$ cat config.mk
export PLATFORM = sky130hd
export DESIGN_NAME = decade_run_ctrl
export DESIGN_NICKNAME = d
export VERILOG_FILES = /design/src/rtl/decade_run_ctrl_pkg.sv /design/src/rtl/decade_digit.sv /design/src/rtl/decade_run_ctrl.sv
export SDC_FILE = /design/constraint.sdc
export NUM_CORES = 1
export LEC_CHECK = 0
export ABC_CLOCK_PERIOD_IN_PS = 3000
export CAP_MARGIN = 20
export CORE_MARGIN = 2
export CORE_UTILIZATION = 40
export CTS_BUF_LIST = sky130_fd_sc_hd__clkbuf_8
export DETAILED_ROUTE_END_ITERATION = 10
export PLACE_DENSITY = 0.63
export SYNTH_ARGS = -nofsm -noshare
export SYNTH_HDL_FRONTEND = slang
export SYNTH_SLANG_ARGS = --single-unit
export TNS_END_PERCENT = 20
$ cat constraint.sdc
create_clock -name clk -period 3 [get_ports clk]
set_input_delay 0.45 -clock clk [delete_from_list [all_inputs] [get_ports clk]]
set_output_delay 0.45 -clock clk [all_outputs]
set_load 0.05 [all_outputs]
$ cat src/rtl/decade_run_ctrl_pkg.sv
// decade_run_ctrl_pkg: shared types and helpers for the decade run controller.
//   state_t   - controller states
//   BCD_MAX   - largest legal BCD digit value
//   bcd_valid - true when a nibble is a legal BCD digit
package decade_run_ctrl_pkg;

  typedef enum logic [1:0] {
    IDLE  = 2'd0,
    RUN   = 2'd1,
    PAUSE = 2'd2,
    DONE  = 2'd3
  } state_t;

  localparam logic [3:0] BCD_MAX = 4'd9;

  function automatic logic bcd_valid(input logic [3:0] nibble);
    return (nibble <= BCD_MAX);
  endfunction

endpackage

$ cat src/rtl/decade_digit.sv
// decade_digit: one synchronous mod-10 counter stage of the cascade.
//   clk       in  system clock
//   clr       in  synchronous active-low reset
//   clear     in  synchronous clear to zero (restart)
//   inc       in  advance this digit by one this cycle
//   q         out current digit value (0..9)
//   carry_out out advance request for the next digit (inc while at 9)
module decade_digit
  import decade_run_ctrl_pkg::*;
(
  input  logic       clk,
  input  logic       clr,
  input  logic       clear,
  input  logic       inc,
  output logic [3:0] q,
  output logic       carry_out
);

  // digit register: reset, clear, or modulo-10 increment
  always_ff @(posedge clk) begin
    if (!clr) begin
      q <= 4'd0;
    end else if (clear) begin
      q <= 4'd0;
    end else if (inc) begin
      q <= (q == BCD_MAX) ? 4'd0 : q + 4'd1;
    end else begin
      q <= q;
    end
  end

  assign carry_out = inc & (q == BCD_MAX);

endmodule

$ cat src/rtl/decade_run_ctrl.sv
// decade_run_ctrl: run/pause/lap controller over a synchronous BCD cascade.
//   clk        in  system clock
//   clr        in  synchronous active-low reset
//   start      in  clear count and run (ignored while target is not BCD)
//   pause      in  toggle RUN <-> PAUSE
//   lap        in  snapshot count into lap_q (RUN/PAUSE only)
//   target     in  BCD stop value, LSD at [3:0]
//   count      out current BCD count
//   lap_q      out last lap snapshot
//   running    out high while in RUN
//   done       out one-cycle pulse after the target is reached
//   target_err out combinational, any target nibble > 9
module decade_run_ctrl
  import decade_run_ctrl_pkg::*;
#(
  parameter int DIGITS   = 3,
  parameter int PRESCALE = 1
) (
  input  logic                  clk,
  input  logic                  clr,
  input  logic                  start,
  input  logic                  pause,
  input  logic                  lap,
  input  logic [4*DIGITS-1:0]   target,
  output logic [4*DIGITS-1:0]   count,
  output logic [4*DIGITS-1:0]   lap_q,
  output logic                  running,
  output logic                  done,
  output logic                  target_err
);

  localparam int W  = 4 * DIGITS;
  localparam int PW = (PRESCALE > 1) ? $clog2(PRESCALE) : 1;
  localparam logic [PW-1:0] PRE_LAST = PW'(PRESCALE - 1);

  state_t        state_r, state_n;
  logic [PW-1:0] pre_r;
  logic [W-1:0]  lap_r;
  logic          running_r;
  logic          done_r;

  logic [W-1:0]  count_s;
  logic [W-1:0]  next_s;
  logic [DIGITS:0] inc_s;
  logic          err_s;
  logic          start_ok_s;
  logic          tick_s;
  logic          hit_s;
  logic          wrap_unused_s;

  // any non-BCD nibble in target flags an error
  always_comb begin
    err_s = 1'b0;
    for (int i = 0; i < DIGITS; i++) begin
      if (!bcd_valid(target[4*i +: 4])) begin
        err_s = 1'b1;
      end else begin
        err_s = err_s;
      end
    end
  end

  assign start_ok_s = start & ~err_s;
  // a pending start or pause steals the tick so the prescaler phase is preserved
  assign tick_s = (state_r == RUN) & (pre_r == PRE_LAST) & ~start_ok_s & ~pause;

  // BCD increment of the current count, used for the target compare
  always_comb begin
    logic carry;
    logic [3:0] nib;
    carry  = 1'b1;
    nib    = 4'd0;
    next_s = count_s;
    for (int i = 0; i < DIGITS; i++) begin
      nib = count_s[4*i +: 4];
      if (carry) begin
        next_s[4*i +: 4] = (nib == BCD_MAX) ? 4'd0 : nib + 4'd1;
        carry = (nib == BCD_MAX);
      end else begin
        next_s[4*i +: 4] = nib;
      end
    end
  end

  assign hit_s = tick_s & ~err_s & (next_s == target);

  assign inc_s[0] = tick_s;

  genvar g;
  generate
    for (g = 0; g < DIGITS; g++) begin : g_digit
      decade_digit u_digit (
        .clk       (clk),
        .clr       (clr),
        .clear     (start_ok_s),
        .inc       (inc_s[g]),
        .q         (count_s[4*g +: 4]),
        .carry_out (inc_s[g+1])
      );
    end
  endgenerate

  // full-cascade wrap has no consumer; the compare works on next_s
  assign wrap_unused_s = inc_s[DIGITS];

  // next-state logic; a valid start overrides everything else
  always_comb begin
    state_n = state_r;
    if (start_ok_s) begin
      state_n = RUN;
    end else begin
      case (state_r)
        IDLE:    state_n = IDLE;
        RUN: begin
          if (pause) begin
            state_n = PAUSE;
          end else if (hit_s) begin
            state_n = DONE;
          end else begin
            state_n = RUN;
          end
        end
        PAUSE: begin
          if (pause) begin
            state_n = RUN;
          end else begin
            state_n = PAUSE;
          end
        end
        DONE:    state_n = DONE;
        default: state_n = IDLE;
      endcase
    end
  end

  // state, prescaler, lap snapshot and registered status outputs
  always_ff @(posedge clk) begin
    if (!clr) begin
      state_r   <= IDLE;
      pre_r     <= '0;
      lap_r     <= '0;
      running_r <= 1'b0;
      done_r    <= 1'b0;
    end else begin
      state_r   <= state_n;
      running_r <= (state_n == RUN);
      done_r    <= hit_s;
      if (start_ok_s) begin
        pre_r <= '0;
      end else if ((state_r == RUN) && !pause) begin
        pre_r <= (pre_r == PRE_LAST) ? '0 : pre_r + PW'(1);
      end else begin
        pre_r <= pre_r;
      end
      // count_s is still the pre-increment value on a coinciding tick
      if (lap && ((state_r == RUN) || (state_r == PAUSE))) begin
        lap_r <= count_s;
      end else begin
        lap_r <= lap_r;
      end
    end
  end

  assign count      = count_s;
  assign lap_q      = lap_r;
  assign running    = running_r;
  assign done       = done_r;
  assign target_err = err_s;

endmodule
After elaboration in Yosys (flattened, before gate mapping)
Cells that the tools add are included.
{ "totals": {"regBits": 29, "input_bits": 17, "output_inout_bits": 27, "elab_cells": 57} }
{ "op_classes": {"add_sub_neg": 4, "n_lt_le_gt_ge": 3, "eq_ne": 8, "mux": 15, "bitwise_logic": 13, "reduce_logical": 6} }
{ "ops": {"columns": ["op", "n"], "rows": [
  ["$mux 4", 5],
  ["$add 4x1->4 const B", 3],
  ["$eq 12x12->1", 1],
  ["$eq 4x4->1 const B", 3],
  ["$le 4x4->1 const B", 3],
  ["$and 1x1->1", 8],
  ["$mux 2", 4],
  ["$pmux 2 s4", 1],
  ["$mux 1", 5],
  ["$not 1->1", 5],
  ["$eq 2x1->1 const B", 2],
  ["$eq 2x2->1 const B", 2],
  ["$logic_and 1x1->1", 2],
  ["$logic_not 2->1", 1],
  ["$reduce_or 2->1", 1],
  ["$add 1x1->1 const B", 1],
  ["$logic_not 1->1", 1],
  ["$logic_or 1x1->1", 1]
]} }

Logic depth before layout (Yosys ltp)
Gate-level depths: netlist of run 1.
{ "depth": {"ltp_word": 16, "depth_mapped": 9, "mapped_depth_nobuf": 8} }

By module
From an unflattened synthesis of run 1, not the netlist that was laid out.
{ "hier_totals": {"cells_unflattened": 228, "hier_area_um2": 1805.5} }
{ "modules_own_cells": {"columns": ["module", "n_inst", "cells_per_inst", "area_each_um2", "seq_area_each_um2"], "rows": [
  ["decade_run_ctrl", 1, 165, 1242.4, 320.3],
  ["decade_digit", 3, 21, 187.7, 80.1]
]} }

Least setup slack after synthesis of run 1
OpenSTA, ideal clock, no wires.
{ "synth_timing": {"path_kind": "register to register", "startpoint": "register g_digit[1].u_digit.q[0]", "endpoint": "register running_r (netlist: running)", "setup_time_ps": 115, "t_arrival_ps": 2329, "t_required_ps": 2885, "setup_slack_ps": 557, "path_stages_with_launch": 9, "path_buffers": 1, "synth_period_minus_slack_ps": 2443, "cell_sequence": "dfxtp_1 > ha_1 > and3b_1 > buf_2 > nand2_2 > a311o_1 > a2111oi_4 > nand4_2 > o21a_1"} }
{ "synth_between": {"elab_chain_len": 10, "word_cells_on_any_way": 13, "cone_classes": "add/sub: 1; eq/ne: 3; mux: 8; bitwise: 1"} }
{ "synth_rtl": {"columns": ["item", "line_no", "text"], "rows": [
  ["start, declared", "decade_digit.sv:15", "output logic [3:0] q,"],
  ["start signal, assigned", "decade_digit.sv:26", "q <= (q == BCD_MAX) ? 4'd0 : q + 4'd1;"],
  ["start signal, assigned", "decade_digit.sv:28", "q <= q;"],
  ["$add 4x1->4 / $eq 4x4->1 (equally long branches)", "decade_run_ctrl.sv:77, decade_run_ctrl.sv:78", null],
  ["$mux 4 / $mux 1 (equally long branches)", "decade_run_ctrl.sv:77, decade_run_ctrl.sv:76", null],
  ["$mux 4", "decade_run_ctrl.sv:76", "if (carry) begin"],
  ["$eq 12x12->1 (*)", "decade_run_ctrl.sv:85", "assign hit_s = tick_s & ~err_s & (next_s == target);"],
  ["$and 1x1->1 (*)", "decade_run_ctrl.sv:85", null],
  ["$mux 2 (*)", "decade_run_ctrl.sv:117", "end else if (hit_s) begin"],
  ["$mux 2 (*)", "decade_run_ctrl.sv:115", "if (pause) begin"],
  ["$pmux 2 s4 (*)", "decade_run_ctrl.sv:112", "case (state_r)"],
  ["$mux 2 (*)", "decade_run_ctrl.sv:109", "if (start_ok_s) begin"],
  ["$eq 2x1->1 (*)", "decade_run_ctrl.sv:146", "running_r <= (state_n == RUN);"],
  ["end signal, assigned", "decade_run_ctrl.sv:146", null],
  ["end, declared", "decade_run_ctrl.sv:39", "logic running_r;"]
]} }
Every way passes the cells marked *; elsewhere a longest branch is shown, timed or not.
A chain may end at the register's enable or synchronous reset.

Worst setup path in the final report of run 1
{ "layout_timing": {"startpoint": "input port target[10]", "endpoint": "output port target_err"} }
{ "layout_between": {"elab_chain_len": 2} }
{ "layout_rtl": {"columns": ["item", "line_no", "text"], "rows": [
  ["start, declared", "decade_run_ctrl.sv:24", "input logic [4*DIGITS-1:0] target,"],
  ["$le 4x4->1", "decade_run_ctrl_pkg.sv:17", "return (nibble <= BCD_MAX);"],
  ["$mux 1", "decade_run_ctrl.sv:55", "if (!bcd_valid(target[4*i +: 4])) begin"],
  ["end, declared", "decade_run_ctrl.sv:29", "output logic target_err"]
]} }
No other way between the ends.

==> key figures, run 1 <==
Run status
  • Status: complete, no violations

Final layout
  • Area grow syn2layout: 27.0%
  • Layout Cells excl Fill: roughly 330
  • Finished Core Util: 53.3%
  • Share of layout cells above drive strength 1: 3.25%
  • Final net count: about 300
  • Inserted Diodes: 0
  • Fill count: approximately 450

Setup path
  • Critical Path RT: ~2600 ps
  • CP top delay family: buffers and inverters
  • CP max stage delay: around 740 ps
  • Slowest CP cell: clkdlybuf4s50_1
  • Most frequent CP cell: clkdlybuf4s50_1
  • Reg2reg path depth: 7
  • Worst r2r src: g_digit[1].u_digit.q[0]
  • Crit path max fanout: 4
  • CP cell instances: clkdlybuf4s50_1, o21ai_0, nand3_1, clkdlybuf4s50_1
  • Crit path DAT: around 2200 ps
  • Startpoint Class: input port
  • Crit end category: primary output
  • Reg-to-reg endpoint: running
  • R2r setup slk: 480 ps
  • CP Buf/Inv Count: 2
  • Critical path class: input port to primary output

STA
  • Final Skew: a little under 8 ps
  • Measured slew at the worst slew-check pin: between 500 and 600 ps
  • RSZ-0062 raised after global routing: false
  • Slew HR: 63.3%
  • Pins over their slew limit: 0
  • Fin crit share: 86.9%
  • WHS: 458 ps
  • FMAX: approximately 380 MHz
  • Number of setup violations in the final report: 0
  • Setup_tns: 0 ps
  • Minimum clock period: ~2600 ps
  • Final Hold Viols: 0

Floorplanning
  • Starting Density: approximately 42%
  • CORE AREA: approximately 0.0044 mm2
  • DIE AREA: 0.00516 mm2
  • Die height: ~72 um
  • Die width: between 70 and 80 um
  • IO Pins: 44
  • Row count: 24

Placed design
  • Port Buf Inserts: 43
  • Placer congestion estimate: between 0.8 and 0.9
  • HPWL Detailed: around 3500 um
  • Dpl cells: roughly 330

GRT
  • Largest net degree at the start of global routing: 17
  • Grt ovf: 0
  • Antenna violations before repair: 0
  • Number of global-route vias before repair: ~1,700
  • First-pass GRT wire length: 7820 um
  • GRT Util Overall: between 10% and 20%

Logic synthesis
  • Synth async-reset ratio: 0%
  • Synth Area per Inst: approximately 7.5 um2
  • Mapped Cells: ~240
  • Main synth FF type: dfxtp_1
  • Number of synthesized flops with an enable pin: 0
  • Post-synthesis net count: approximately 270
  • Yosys warning count: 0
  • Synthesized area: roughly 0.0018 mm2
  • Synthesized flop and latch total: 28
  • Synth unique cells: 46
  • Post-synthesis sequential area ratio: slightly above 30%

Route
  • Via Count: 1,843
  • Detailed router's first-iteration violation count: approximately 150
  • Drt first pass iters: 4
  • Routed vias/inst: around 5.6
  • Residual DRC count: 0
  • Drt wl/cell: 14.3 um
  • Final ANT Viol Nets: 0
  • Total wire length: between 4000 and 5000 um

Hold path
  • Hold-critical path endpoint: lap_q[10]
  • Hold WC Path Type: register to register
  • Cells on Worst Hold Path: 2
  • Hold wc startpoint: lap_q[10]

Power
  • Peak VDD IR: roughly 0.22 mV
  • Pleak: 0.000799 uW
  • Cell Pwr Density: roughly 330 mW/mm2
  • Power Total: about 760 uW

Clock tree
  • CTS tree: built
  • Worst-path clk slew: ~100 ps
  • TritonCTS Sinks: 28
  • Clk buf depth: 2
  • Num CTS Buffers: 3
  • Post-cts resize count: 0
  • H-tree depth: 1
  • Total setup buffers inserted after CTS: 0
  • Clk Latency, worst-skew pair: 280 ps
  • Clk root buf: clkbuf_8
  • Hold_buf cts: 0

Flow run
  • Max-Cap Viols: 0
[cells in the final DEF, fill, tap and decap left out, types with 5 or more instances in the layout]
cell type         n
xnor2_1           5
nor3_1           10
nor2_1           15
clkdlybuf4s50_1  43
a21oi_1          26
nand3_1          12
o21ai_0          14
dfxtp_1          28
nand2_1          37
nand2b_1         10
inv_1            10
ha_1              8
[cells by family after synthesis]
kind of cell             synth area share, %
AO/OA/AOI/OAI                           19.9
AND/OR/NAND/NOR                         32.5
flip-flops                              30.4
XOR/XNOR                                3.80
multiplexers                            1.63
buffers and inverters                   6.25
adder cells (fa/ha/maj)                 5.43
[power breakdown]
| group | internal (uW) | switching, uW |
|---|---|---|
| registers | 373 | 2.67 |
| logic | 36.4 | 44.8 |
| clock network | 179 | 129 |
| total | 589 | 176 |
[routing by layer]
| layer | part of all wire, % | up-vias | GRT usage, % |
|---|---|---|---|
| li1 | - | 929 | - |
| met1 | 48 | 855 | 26.3 |
| met2 | 45 | 53 | 30.1 |
| met3 | 6.5 | 6 | 3.38 |
| met4 | 0.83 | 0 | 3.98 |
| met5 | 0 | - | 0 |
[registers in the layout, summed over array words and instances (netlist names)]
signal and cells:
done 1, g_digit.u_digit.q 12, running 1, lap_q 12
state_r 2
[cell usage after synthesis, types with 5 or more instances]
cell | n | share of area (%)
ha_1 | 8 | 5.4
nand3_1 | 12 | 3.3
xnor2_1 | 5 | 2.4
nand2b_1 | 10 | 3.4
clkbuf_1 | 7 | 1.4
nand2_1 | 37 | 7.5
nor2_1 | 15 | 3.1
inv_1 | 10 | 2.0
nor3_1 | 10 | 2.7
o21ai_0 | 14 | 3.8
buf_2 | 5 | 1.4
dfxtp_1 | 28 | 30
a21oi_1 | 26 | 7.1
[how the worst max path moves through the flow]
stage	from	endpoint	cells past startpoint
5_1_grt	target[10]	target_err	4
3_3_place_gp	target[10]	running	7
4_1_cts	target[10]	target_err	4
6_report	target[10]	target_err	4
2_1_floorplan	g_digit[1].u_digit.q[0]	running	8
3_5_place_dp	target[5]	running	7
[per-stage QoR]
| stage | worst slack [ps] | instance area (um2) |
|---|---|---|
| 6_report | 394 | 2340 |
| 5_1_grt | 283 | 2340 |
| 3_3_place_gp | 409 | 2270 |
| 4_1_cts | 424 | 2340 |
| 2_1_floorplan | 557 | 1840 |
| 3_5_place_dp | 373 | 2270 |
[worst min-delay path: cells and delay by family, from the launching register on]
kind | cells | cell delay (ps)
DFF | 1 | 320
and+or+nand+nor | 1 | 50
AOI/OAI and AO/OA | 1 | 50
[layout make-up]
cell class	instances	area [um2]	share of cell area, %
multi-input cells	191	1170	49.9
flip-flops and latches	28	561	24.0
repair buffers	44	438	18.7
well taps	52	65.1	2.78
clock buffers	3	41.3	1.77
inverters	10	37.5	1.61
clock inverters	1	30.0	1.28
Power figures use the tool's default switching activity.
==> inputs of run 2 (changes only) <==
--- a/config.mk
+++ b/config.mk
@@ -7,10 +7,10 @@
 export LEC_CHECK = 0
 export ABC_CLOCK_PERIOD_IN_PS = 3000
 export CAP_MARGIN = 20
-export CORE_MARGIN = 2
 export CORE_UTILIZATION = 40
 export CTS_BUF_LIST = sky130_fd_sc_hd__clkbuf_8
 export DETAILED_ROUTE_END_ITERATION = 10
+export GPL_ROUTABILITY_DRIVEN = 0
 export PLACE_DENSITY = 0.63
 export SYNTH_ARGS = -nofsm -noshare
 export SYNTH_HDL_FRONTEND = slang
==> key figures, run 2 (synthesized netlist as in run 1, its figures left out) <==
Power
  • Power Total: 761 uW (was 765 uW)
  • Pleak: 0.000805 uW (was 0.000799 uW)
  • Peak VDD IR: 0.234 mV (was 0.216 mV)
  • Cell Pwr Density: 325 mW/mm2 (was 327 mW/mm2)

Final layout
  • Commonest non-fill, non-tap cell in the layout: clkdlybuf4s50_1 (unchanged)
  • Inserted Diodes: 0 (unchanged)
  • Most frequent cells in the layout: clkdlybuf4s50_1 (43), nand2_1 (37), dfxtp_1 (28), a21oi_1 (26), nor2_1 (15) (unchanged)
  • Share of layout cells above drive strength 1: 3.60% (was 3.25%)
  • Area grow syn2layout: 27.4% (was 27.0%)
  • Final net count: 304 (was 303)

Floorplanning
  • CORE AREA: 0.00438 mm2 (unchanged)
  • Die width: 69.9 um (was 71.9 um)
  • Die height: 69.9 um (was 71.9 um)
  • Row count: 24 (unchanged)
  • Starting Density: 42.0% (unchanged)
  • IO Pins: 44 (unchanged)
  • DIE AREA: 0.00488 mm2 (was 0.00516 mm2)

STA
  • RSZ-0062 raised after global routing: false (unchanged)
  • Final Skew: 8.90 ps (was 7.82 ps)
  • Minimum clock period: 2600 ps (was 2610 ps)
  • Number of setup violations in the final report: 0 (unchanged)
  • WHS: 457 ps (was 458 ps)
  • Final Hold Viols: 0 (unchanged)
  • Fin crit share: 86.5% (was 86.9%)
  • Slew HR: 64.6% (was 63.3%)
  • Measured slew at the worst slew-check pin: 528 ps (was 547 ps)
  • Setup_tns: 0 ps (unchanged)
  • FMAX: 385 MHz (was 384 MHz)
  • Fin worst setup slack: 404 ps (was 394 ps)
  • Pins over their slew limit: 0 (unchanged)

Setup path
  • Worst r2r src: g_digit[1].u_digit.q[0] (unchanged)
  • Crit end category: primary output (unchanged)
  • Reg-to-reg endpoint: running (unchanged)
  • CP cell instances: clkdlybuf4s50_1, o21ai_0, nand3_1, clkdlybuf4s50_1 (unchanged)
  • Critical path class: input port to primary output (unchanged)
  • Crit path max fanout: 3 (was 4)
  • R2r setup slk: 530 ps (was 480 ps)
  • Critical Path RT: 2550 ps (about the same)
  • Slowest CP cell: clkdlybuf4s50_1 (unchanged)
  • CP Launch Point: target[9] (was target[10])
  • Crit path DAT: 2150 ps (was 2160 ps)
  • End of the critical path: target_err (unchanged)
  • Most frequent CP cell: clkdlybuf4s50_1 (unchanged)
  • CP max stage delay: 740 ps (about the same)
  • Reg2reg path depth: 7 (unchanged)
  • Startpoint Class: input port (unchanged)

GRT
  • Antenna violations before repair: 0 (unchanged)
  • Grt ovf: 0 (unchanged)
  • First-pass GRT wire length: 7160 um (was 7820 um)
  • Number of global-route vias before repair: 1,497 (was 1,704)
  • Largest net degree at the start of global routing: 17 (unchanged)
  • GRT Util Overall: 18.0% (was 18.7%)

Clock tree
  • TritonCTS Sinks: 28 (unchanged)
  • Clk root buf: clkbuf_8 (unchanged)
  • Hold_buf cts: 0 (unchanged)
  • Total setup buffers inserted after CTS: 0 (unchanged)
  • Clk Latency, worst-skew pair: 280 ps (about the same)
  • Num CTS Buffers: 3 (unchanged)
  • H-tree depth: 1 (unchanged)
  • Clk buf depth: 2 (unchanged)
  • CTS tree: built (unchanged)
  • Post-cts resize count: 0 (unchanged)
  • Worst-path clk slew: 100 ps (about the same)

Route
  • Drt wl/cell: 13.4 um (was 14.3 um)
  • Routed vias/inst: 5.40 (was 5.60)
  • Detailed router's first-iteration violation count: 124 (was 151)
  • Via Count: 1,783 (was 1,843)
  • Final ANT Viol Nets: 0 (unchanged)
  • Drt first pass iters: 4 (unchanged)
  • Total wire length: 4420 um (was 4690 um)
  • Residual DRC count: 0 (unchanged)

Placed design
  • HPWL Detailed: 3370 um (was 3520 um)
  • Port Buf Inserts: 43 (unchanged)
  • Dpl ws: 372 ps (was 373 ps)

Hold path
  • Hold WC Path Type: register to register (unchanged)

Flow run
  • Max-Cap Viols: 0 (unchanged)

Run status
  • Status: complete, no violations (unchanged)
[run 2: how the worst min path moves through the flow]
stage | slack [ps] | start | endpoint | cells past startpoint
floorplan | 560 | state_r[0] | running | 3
global placement | 450 | lap_q[1] | lap_q[1] | 2
detailed placement | 450 | lap_q[9] | lap_q[9] | 2
CTS | 460 | lap_q[9] | lap_q[9] | 2
global route | 480 | lap_q[7] | lap_q[7] | 2
finish | 460 | lap_q[9] | lap_q[9] | 2
[run 2: final cells by class]
type	count	area [um2]
Sequential cell	28	561
Fill cell	427	2040
Multi-Input combinational cell	191	1170
Timing Repair Buffer	45	445
Clock inverter	1	30.0
Tap cell	52	65.1
Inverter	10	37.5
Clock buffer	3	41.3
[run 2: routing by layer]
metal | global-route usage, % | share of wire, % | vias up | wire, um
met1 | 26.2 | 50 | 793 | 2210
met3 | 3.17 | 5.8 | 4 | 258
li1 | - | - | 932 | -
met5 | 0 | 0 | - | 0
met4 | 2.89 | 0.45 | 0 | 20
met2 | 28.1 | 44 | 54 | 1940
[run 2: metrics by stage]
stage / utilization (%) / area, um2 / instances
6_report: 53.5 / 2350 / 330
5_1_grt: 53.5 / 2350 / 330
4_1_cts: 53.5 / 2350 / 330
3_5_place_dp: 51.9 / 2270 / 326
3_3_place_gp: 51.9 / 2270 / 326
2_1_floorplan: - / 1840 / 244
[run 2: power by group]
group | total, uW | internal [uW] | switching, uW | leakage (uW)
logic | 80.6 | 36.4 | 44.2 | 0.000543
registers | 376 | 373 | 2.74 | 0.000226
clock network | 305 | 179 | 126 | 0.0000357
total | 761 | 588 | 173 | 0.000805
[run 2: critical path: cells and delay by family]
family	cells	cell delay, ps
AO/OA/AOI/OAI	1	340
buffers and inverters	2	1200
AND/OR/NAND/NOR	1	160
